<file path="config.mk">
export PLATFORM = sky130hd
export DESIGN_NAME = dcacheread_responder_flat
export DESIGN_NICKNAME = d
export VERILOG_FILES = /design/src/rtl/dcacheread_responder_if.sv /design/src/rtl/dcacheread_responder.sv /design/src/flat_wrapper.sv
export SDC_FILE = /design/constraint.sdc
export NUM_CORES = 2
export LEC_CHECK = 0
export CAP_MARGIN = 10
export CORE_ASPECT_RATIO = 1.2
export CORE_MARGIN = 3
export CORE_UTILIZATION = 45
export CTS_CLUSTER_SIZE = 30
export DETAILED_ROUTE_END_ITERATION = 10
export PLACE_DENSITY = 0.71
export SYNTH_ARGS = -nofsm -noshare
export SYNTH_HDL_FRONTEND = slang
export SYNTH_SLANG_ARGS = --single-unit
</file>
<file path="constraint.sdc">
create_clock -name clk -period 22.8 [get_ports clk]
set_input_delay 4.56 -clock clk [delete_from_list [all_inputs] [get_ports clk]]
set_output_delay 4.56 -clock clk [all_outputs]
set_load 0.03 [all_outputs]
</file>
<file path="src/rtl/dcacheread_responder_if.sv">
// dcacheread_responder_if: read-link and memory-burst signals between requester/memory and the responder
//   slave modport  : responder view (request in, done/data out, burst request out, burst beats in)
//   master modport : requester + memory view (mirror of slave)
//   dcacheread_*   : held read request, one-cycle done pulse, 64-bit right-aligned data
//   dcache_invalidate : pulse clearing every valid bit
//   readburst_*    : line burst request, 4 ascending dword beats, completion
interface dcacheread_responder_if;
  logic        dcacheread_do;
  logic        dcacheread_done;
  logic [3:0]  dcacheread_length;
  logic        dcacheread_cache_disable;
  logic [31:0] dcacheread_address;
  logic [63:0] dcacheread_data;
  logic        dcache_invalidate;
  logic        readburst_do;
  logic [31:0] readburst_address;
  logic        readburst_data_valid;
  logic [31:0] readburst_data;
  logic        readburst_done;
  modport slave (
    input  dcacheread_do, dcacheread_length, dcacheread_cache_disable, dcacheread_address,
    input  dcache_invalidate, readburst_data_valid, readburst_data, readburst_done,
    output dcacheread_done, dcacheread_data, readburst_do, readburst_address
  );
  modport master (
    output dcacheread_do, dcacheread_length, dcacheread_cache_disable, dcacheread_address,
    output dcache_invalidate, readburst_data_valid, readburst_data, readburst_done,
    input  dcacheread_done, dcacheread_data, readburst_do, readburst_address
  );
endinterface

</file>
<file path="src/rtl/dcacheread_responder.sv">
// dcacheread_responder: serves held read requests from a direct-mapped line cache or line bursts
//   clk   : clock
//   rst_n : asynchronous active-low reset
//   bus   : dcacheread_responder_if.slave (request/done/data, invalidate, memory burst link)
//   LINES : number of 16-byte lines (power of two, 2..256)
module dcacheread_responder #(
  parameter int LINES = 16
) (
  input logic clk,
  input logic rst_n,
  dcacheread_responder_if.slave bus
);
  localparam int IW = $clog2(LINES);
  localparam int TW = 28 - IW;
  typedef enum logic [1:0] {IDLE, LOOKUP, FILL, DONE} state_e;
  state_e state_q, state_d;
  logic [31:0] addr_q, addr_d;
  logic [3:0] len_q, len_d;
  logic cd_q, cd_d;
  logic line_q, line_d;
  logic inv_q, inv_d;
  logic [1:0] beat_q, beat_d;
  logic [63:0] asm_q, asm_d;
  logic [127:0] lbuf_q, lbuf_d;
  logic [LINES-1:0] valid_q, valid_d;
  logic [TW-1:0] tag_q [LINES];
  logic [127:0] line_mem [LINES];
  logic [31:0] cur_addr;
  logic [IW-1:0] idx;
  logic [TW-1:0] tag;
  logic hit, more, fill_done, take;
  logic [127:0] fill_line, src;
  assign cur_addr = {addr_q[31:4], 4'b0} + (line_q ? 32'd16 : 32'd0);
  assign idx = cur_addr[4 +: IW];
  assign tag = cur_addr[31 -: TW];
  assign hit = valid_q[idx] && tag_q[idx] == tag && !cd_q;
  // a second line is needed only while still on the first and the access crosses byte 16
  assign more = !line_q && ({1'b0, addr_q[3:0]} + {1'b0, len_q} > 5'd16);
  assign fill_done = state_q == FILL && bus.readburst_done;
  assign take = (state_q == LOOKUP && hit) || fill_done;
  assign src = state_q == FILL ? fill_line : line_mem[idx];
  // the last beat may coincide with readburst_done, so merge it combinationally
  always_comb begin
    fill_line = lbuf_q;
    if (bus.readburst_data_valid) fill_line[{beat_q, 5'b0} +: 32] = bus.readburst_data;
  end
  always_comb begin
    state_d = state_q;
    case (state_q)
      IDLE:    state_d = bus.dcacheread_do ? LOOKUP : IDLE;
      LOOKUP:  state_d = len_q == 4'd0 ? DONE : !hit ? FILL : more ? LOOKUP : DONE;
      FILL:    state_d = !bus.readburst_done ? FILL : more ? LOOKUP : DONE;
      default: state_d = IDLE;
    endcase
  end
  always_comb begin
    logic [4:0] off;
    off = '0;
    addr_d = addr_q;
    len_d = len_q;
    cd_d = cd_q;
    line_d = line_q;
    asm_d = asm_q;
    beat_d = beat_q;
    lbuf_d = lbuf_q;
    inv_d = inv_q | bus.dcache_invalidate;
    valid_d = bus.dcache_invalidate ? '0 : valid_q;
    if (state_q == IDLE && bus.dcacheread_do) begin
      addr_d = bus.dcacheread_address;
      len_d = bus.dcacheread_length > 4'd8 ? 4'd8 : bus.dcacheread_length;
      cd_d = bus.dcacheread_cache_disable;
      line_d = 1'b0;
      asm_d = '0;
    end
    if (state_q == LOOKUP && state_d == FILL) begin
      beat_d = '0;
      inv_d = 1'b0;
    end
    if (state_q == FILL && bus.readburst_data_valid) begin
      lbuf_d = fill_line;
      beat_d = beat_q + 2'd1;
    end
    // byte k of the result comes from line offset addr[3:0]+k; bit 4 of that sum selects the line
    if (take) begin
      for (int k = 0; k < 8; k++) begin
        off = {1'b0, addr_q[3:0]} + 5'(k);
        if (4'(k) < len_q && off[4] == line_q) asm_d[8*k +: 8] = src[{off[3:0], 3'b0} +: 8];
      end
    end
    if (take && more) line_d = 1'b1;
    // an invalidate seen during this fill leaves the freshly written line invalid
    if (fill_done && !cd_q && !inv_q && !bus.dcache_invalidate) valid_d[idx] = 1'b1;
  end
  always_ff @(posedge clk or negedge rst_n) begin
    if (!rst_n) begin
      state_q <= IDLE;
      addr_q <= '0;
      len_q <= '0;
      cd_q <= 1'b0;
      line_q <= 1'b0;
      inv_q <= 1'b0;
      beat_q <= '0;
      asm_q <= '0;
      lbuf_q <= '0;
      valid_q <= '0;
    end else begin
      state_q <= state_d;
      addr_q <= addr_d;
      len_q <= len_d;
      cd_q <= cd_d;
      line_q <= line_d;
      inv_q <= inv_d;
      beat_q <= beat_d;
      asm_q <= asm_d;
      lbuf_q <= lbuf_d;
      valid_q <= valid_d;
    end
  end
  always_ff @(posedge clk) begin
    if (fill_done && !cd_q) begin
      tag_q[idx] <= tag;
      line_mem[idx] <= fill_line;
    end
  end
  always_comb begin
    bus.dcacheread_done = state_q == DONE;
    bus.dcacheread_data = state_q == DONE ? asm_q : '0;
    bus.readburst_do = state_q == FILL;
    bus.readburst_address = state_q == FILL ? cur_addr : '0;
  end
endmodule

</file>
<file path="src/flat_wrapper.sv">
// flat-port wrapper written by rule: the top's interface ports become plain ports
module dcacheread_responder_flat 
#(
  parameter int LINES = 16
)
  (clk, rst_n, bus_dcacheread_do, bus_dcacheread_length, bus_dcacheread_cache_disable, bus_dcacheread_address, bus_dcache_invalidate, bus_readburst_data_valid, bus_readburst_data, bus_readburst_done, bus_dcacheread_done, bus_dcacheread_data, bus_readburst_do, bus_readburst_address);
  dcacheread_responder_if bus_i ();
  input logic clk;
  input logic rst_n;
  input wire logic [$bits(bus_i.dcacheread_do)-1:0] bus_dcacheread_do;
  input wire logic [$bits(bus_i.dcacheread_length)-1:0] bus_dcacheread_length;
  input wire logic [$bits(bus_i.dcacheread_cache_disable)-1:0] bus_dcacheread_cache_disable;
  input wire logic [$bits(bus_i.dcacheread_address)-1:0] bus_dcacheread_address;
  input wire logic [$bits(bus_i.dcache_invalidate)-1:0] bus_dcache_invalidate;
  input wire logic [$bits(bus_i.readburst_data_valid)-1:0] bus_readburst_data_valid;
  input wire logic [$bits(bus_i.readburst_data)-1:0] bus_readburst_data;
  input wire logic [$bits(bus_i.readburst_done)-1:0] bus_readburst_done;
  output wire logic [$bits(bus_i.dcacheread_done)-1:0] bus_dcacheread_done;
  output wire logic [$bits(bus_i.dcacheread_data)-1:0] bus_dcacheread_data;
  output wire logic [$bits(bus_i.readburst_do)-1:0] bus_readburst_do;
  output wire logic [$bits(bus_i.readburst_address)-1:0] bus_readburst_address;
  assign bus_i.dcacheread_do = bus_dcacheread_do;
  assign bus_i.dcacheread_length = bus_dcacheread_length;
  assign bus_i.dcacheread_cache_disable = bus_dcacheread_cache_disable;
  assign bus_i.dcacheread_address = bus_dcacheread_address;
  assign bus_i.dcache_invalidate = bus_dcache_invalidate;
  assign bus_i.readburst_data_valid = bus_readburst_data_valid;
  assign bus_i.readburst_data = bus_readburst_data;
  assign bus_i.readburst_done = bus_readburst_done;
  assign bus_dcacheread_done = bus_i.dcacheread_done;
  assign bus_dcacheread_data = bus_i.dcacheread_data;
  assign bus_readburst_do = bus_i.readburst_do;
  assign bus_readburst_address = bus_i.readburst_address;
  dcacheread_responder #(.LINES(LINES)) u_core (.clk(clk), .rst_n(rst_n), .bus(bus_i));
endmodule
</file>
* Word-level counts from Yosys, hierarchy flattened *
Memory sizes are Yosys's and may differ from the RTL's.
Index checks and enable logic that the tools add are counted.

storage, ports and cells
  memory bits (read-only) = 0
  flip-flop bits (word level) = 251
  memories kept = 2
  logic and storage cells = 126
  bits in writable memories = 2432
  bits in latches = 0

operators by class
  multiplexer cells = 36
  bitwise gates (word level) = 3
  reductions and logical operators = 30
  multiply operators = 0
  divide/modulo/power cells = 0
  add/subtract/negate cells = 11
  equality and inequality tests = 12
  $lt $le $gt $ge = 12
  shift operators = 10

memories
  memory           depth  width  read ports  clocked after memory_dff  write ports  line                        source
  u_core.line_mem  16     128    1           0                         1            dcacheread_responder.sv:27  logic [127:0] line_mem [LINES];
  u_core.tag_q     16     24     1           0                         1            dcacheread_responder.sv:26  logic [TW-1:0] tag_q [LINES];

operators by type and width
  operator                    count
  $shiftx A128 B8 Y8          8
  $mux W128                   2
  $mux W64                    3
  $bwmux W128                 1
  $shift A32 B9 Y128 const A  1
  $shiftx A32 B9 Y128         1
  $mux W8                     8
  $add A32 B32 Y32            1
  $mux W16                    2
  $mux W32                    1
  $eq A24 B24 Y1              1
  $logic_and A1 B1 Y1         21
  $add A4 B3 Y5 const B       4
  $lt A3 B4 Y1 const A        4
  $or A16 B16 Y16             1
  $mux W2                     6
  $add A4 B2 Y5 const B       2
  $neg A7 Y9                  1
  $lt A1 B4 Y1 const A        2
  $lt A2 B4 Y1 const A        2
  $mux W1                     8
  $eq A1 B1 Y1                7
  $eq A2 B2 Y1 const B        3
  $pmux W2 S3                 1
  other kinds (19)            23

* Longest topological paths before layout *
  depth in word-level cells = 13
  mapped depth = 17
  gate-level depth less buffers = 12

* Least setup slack after synthesis *
Ideal clock, no wire load.

  path type = input -> register
  from = input bus_readburst_done
  to = memory u_core.line_mem[11][0], enable pin
  data arrival time = 11.289 ns
  data required time = 22.134 ns
  slack = 10.845 ns
  stages on the path = 4
  path through = nand2_1 nor2_1 nand3_1 nor2_1

on the way
  word-level cells in the longest chain between the ends = 4

ends and longest elaborated chain
  element                        line                         source
  start, declared                flat_wrapper.sv:17           input wire logic [$bits(bus_i.readburst_done)-1:0] bus_readburst_done;
  $logic_and A1 B1 Y1            dcacheread_responder.sv:39   assign fill_done = state_q == FILL && bus.readburst_done;
  $logic_and A1 B1 Y1            dcacheread_responder.sv:120  if (fill_done && !cd_q) begin
  $mux W1                        dcacheread_responder.sv:120
  $mux W1 (not written as such)  dcacheread_responder.sv:122  line_mem[idx] <= fill_line;
  end, declared                  dcacheread_responder.sv:27

Every way passes these cells.

* Final worst setup path *
  from = register u_core.line_q
  to = output bus_readburst_address[20]

on the way
  word-level cells in the longest chain between the ends = 3

ends and longest elaborated chain
  element                 line                         source
  start, declared         dcacheread_responder.sv:20   logic line_q, line_d;
  start signal, assigned  dcacheread_responder.sv:111  line_q <= line_d;
  $mux W5                 dcacheread_responder.sv:33   assign cur_addr = {addr_q[31:4], 4'b0} + (line_q ? 32'd16 : 32'd0);
  $add A32 B32 Y32        dcacheread_responder.sv:33
  $mux W32                dcacheread_responder.sv:129  bus.readburst_address = state_q == FILL ? cur_addr : '0;
  end, declared           flat_wrapper.sv:21           output wire logic [$bits(bus_i.readburst_address)-1:0] bus_readburst_address;

Every way passes these cells.

==> impl_metrics.env <==
export IMPL_drc=0
export IMPL_timing_final_setup_violations=0
export IMPL_grt_remaining_overflow=0
export IMPL_cts_htree_levels=4
export IMPL_worst_r2r_cell_count=12
export IMPL_row_count=197
export IMPL_worst_skew_pair_late_latency_ns=0.90
export IMPL_finalWirelength_um=307000
export IMPL_regToRegEndpoint="u_core.asm_q[25]"
export IMPL_timing_reg2reg_setup_slack_ns=15.61
export IMPL_netlist_area_leader_share_pct=66.9
export IMPL_achievable_frequency_ghz=0.113
export IMPL_startpoint_types="flop"
export IMPL_clk_pin_slew_ns=0.07
export IMPL_final_min_clock_period_ns=8.83
export IMPL_timing_final_max_slew_violations=0
export IMPL_ys_warnings_count=0
export IMPL_vias=60200
export IMPL_core_um2=241000
export IMPL_die_width_um=456
export IMPL_finalSetupTns_ns=0
export IMPL_timing_max_slew_rel_slack_pct=20.5
export IMPL_synth_most_common_cell="edfxtp_1"
export IMPL_number_of_cells_produced_by_synthesis=5746
export IMPL_post_drt_wl_per_cell_um=33.0
export IMPL_timing_max_cap_violations=0
export IMPL_grt_pass1_wl_um=440000
export IMPL_regToRegStartpoint="u_core.line_q"
export IMPL_setup_worst_path_end="bus_readburst_address[20]"
export IMPL_top_level_ports=173
export IMPL_die_h_um=546
export IMPL_layout_nets=6005
export IMPL_async_flop_share_pct=9.36
export IMPL_post_synth_main_area_contributors="edfxtp_1 (67%), mux4_2 (13%), dfrtp_1 (5.8%)"
export IMPL_critical_path_arrival_ns=4.27
export IMPL_unrepaired_setup_endpoints_after_global_routing="no"
export IMPL_worst_setup_path_startpoint="u_core.line_q"
export IMPL_worst_endpoint_required_ns=18.24
export IMPL_gp_routability_congestion=0.967
export IMPL_yosysUniqueCellTypes=74
export IMPL_grt_pass1_vias=59600
export IMPL_area_growth_synth_to_final_pct=12.3
export IMPL_grt_start_max_net_pins=135
export IMPL_ant_nets=0
export IMPL_post_route_period_util_pct=38.7
export IMPL_netlist_area_pre_place_um2=109000
export IMPL_irDropWorstVdd_mv=0.115
export IMPL_io_buffers=168
export IMPL_status="complete, no violations"
export IMPL_die_area_um2=249000
export IMPL_critical_path_max_stage_delay_ns=0.81
export IMPL_synth_flop_cell="edfxtp_1"
export IMPL_syn_area_per_cell_um2=19.0
export IMPL_synth_edf_count=2432
export IMPL_cts_buffers_inserted=244
export IMPL_post_cts_resized_instances=0
export IMPL_drive_above_1_share_pct=22.5
export IMPL_floorplan_initialDensity_pct=45.3
export IMPL_globalRouteTotalUtil_pct=24.3
export IMPL_postCtsSetupBuffers=0
export IMPL_worst_path_most_repeated_cell="ha_4"
export IMPL_drt_first_pass_iters=9
export IMPL_tightestPinTransition_ns=1.19
export IMPL_cts_max_path_buffers=4
export IMPL_cellLeakagePower_uw=0.0387
export IMPL_synth_commonest_cells="edfxtp_1 (2432), mux4_2 (610), a21oi_1 (267), dfrtp_1 (251), clkbuf_1 (232)"
export IMPL_worst_clock_skew_ns=0.0675
export IMPL_postSynthRegisterBits=2683
export IMPL_cp_cell_sequence="ha_4 > ha_4 > nand3_2 > nor4_4 > nand4_1 > xor2_1 > nor2_1 > clkdlybuf4s50_1"
export IMPL_drt_iter0_markers=8731
export IMPL_antenna_violations_before_repair=24
export IMPL_synth_top_cell_by_area="edfxtp_1"
export IMPL_hold_class="reg2reg"
export IMPL_timing_critical_path_fanout_max=12
export IMPL_critical_path_class="reg2out"
export IMPL_cts_tree="yes"
export IMPL_cts_root_buffer="clkbuf_16"
export IMPL_total_power_uw=17700
export IMPL_crit_path_end_kind="output port"
export IMPL_yosysSeqAreaShare_pct=72.6
export IMPL_quantity_of_hold_fixing_buffers_added_after_cts=0
export IMPL_power_density_normalized_to_cell_area_nw_per_um2=144
export IMPL_cpMaxStageDelayCell="dfrtp_1"
export IMPL_hpwlAfterDp_um=172000
export IMPL_cts_num_sinks=2683
export IMPL_hold_viol_final=0
export IMPL_route_detailed_vias_per_inst=6.47
-- per-stage QoR --
stage	worst slack, ns	hold slack [ns]	utilization [%]	instance area, µm²	std cells
global placement	13.49	0.462	47.6	115000	8845
finish	13.97	0.482	50.9	123000	9308
global route	13.84	0.503	50.9	123000	9303
floorplan	10.85	0.450	-	109000	5749
CTS	13.95	0.486	50.9	123000	9297
detailed placement	13.46	0.471	47.6	115000	8846
-- cells by family (layout without fill, tap and decap cells) --
family / after synthesis / in the layout / share of synthesized area [%]
AO/OA/AOI/OAI: 861 / 861 / 5.51
XOR/XNOR: 66 / 66 / 0.529
adder cells (fa/ha/maj): 22 / 22 / 0.259
buffers and inverters: 489 / 853 / 1.86
flip-flops: 2683 / 2683 / 72.6
multiplexers: 1017 / 1017 / 16.6
other: 1 / 15 / 0.00343
AND/OR/NAND/NOR: 607 / 607 / 2.62
-- routing by layer --
layer  share of wire [%]  wire length (µm)  track usage, %
met1                  37            112000            32.5
met2                  49            149000            39.5
met3                  10             31700            4.68
met4                 4.6             14100            9.90
met5               0.022                69               0
-- worst min-delay path by stage --
stage / from / to / slack, ns / cells after the start
floorplan: u_core.lbuf_q[100] / u_core.lbuf_q[100] / 0.45 / 2
global placement: u_core.lbuf_q[124] / u_core.lbuf_q[124] / 0.46 / 2
detailed placement: u_core.lbuf_q[13] / u_core.lbuf_q[13] / 0.47 / 2
CTS: u_core.lbuf_q[110] / u_core.lbuf_q[110] / 0.49 / 2
global route: u_core.lbuf_q[110] / u_core.lbuf_q[110] / 0.50 / 2
finish: u_core.lbuf_q[110] / u_core.lbuf_q[110] / 0.48 / 2
-- layout make-up --
type	count	area, µm²
clock inverter	113	1160
fill	18800	118000
inverter	115	442
tap	3184	3980
timing repair buffer	287	2750
multi-input combinational	2577	28100
antenna	11	27.5
sequential	2683	79300
clock buffer	338	6780
-- worst max-delay path: cells and delay by family (launching register included) --
kind                       cells  cell delay [ns]
buffers and inverters          1             0.61
adders and majority gates      2             0.50
xor gates and xnor gates       1             0.47
and+or+nand+nor                4             0.98
DFF                            1             0.81
-- cell usage in the layout (no fill, tap or decap), types with 64 or more instances in the layout --
cell type,netlist,layout
dfrtp_1,251,247
clkdlybuf4s50_1,0,167
mux2_2,214,214
edfxtp_1,2432,2432
mux2i_1,192,192
a21oi_1,267,267
a22o_1,85,85
clkbuf_16,0,246
inv_1,113,112
a22oi_1,125,125
mux4_2,610,610
buf_4,20,104
nand2_1,183,176
o21ai_0,73,73
o22ai_1,106,106
clkbuf_1,232,64
a222oi_1,127,127
and3_1,74,74
nor2_1,214,198
-- flip-flops by register name, indices dropped and copies added, names as in the netlist --
signal and cells:
u_core.state_q 2, u_core.addr_q 32, u_core.line_mem 2048, u_core.valid_q 16
u_core.tag_q 384, u_core.asm_q 64, u_core.inv_q 1, u_core.lbuf_q 128
u_core.cd_q 1, u_core.len_q 4, u_core.line_q 1, u_core.beat_q 2
-- power breakdown --
part	switching, µW	total (µW)	internal (µW)
Combinational	4620	7440	2820
Sequential	178	6150	5970
Clock	1790	4090	2300
No activity file was read; power rests on OpenSTA's default activity.
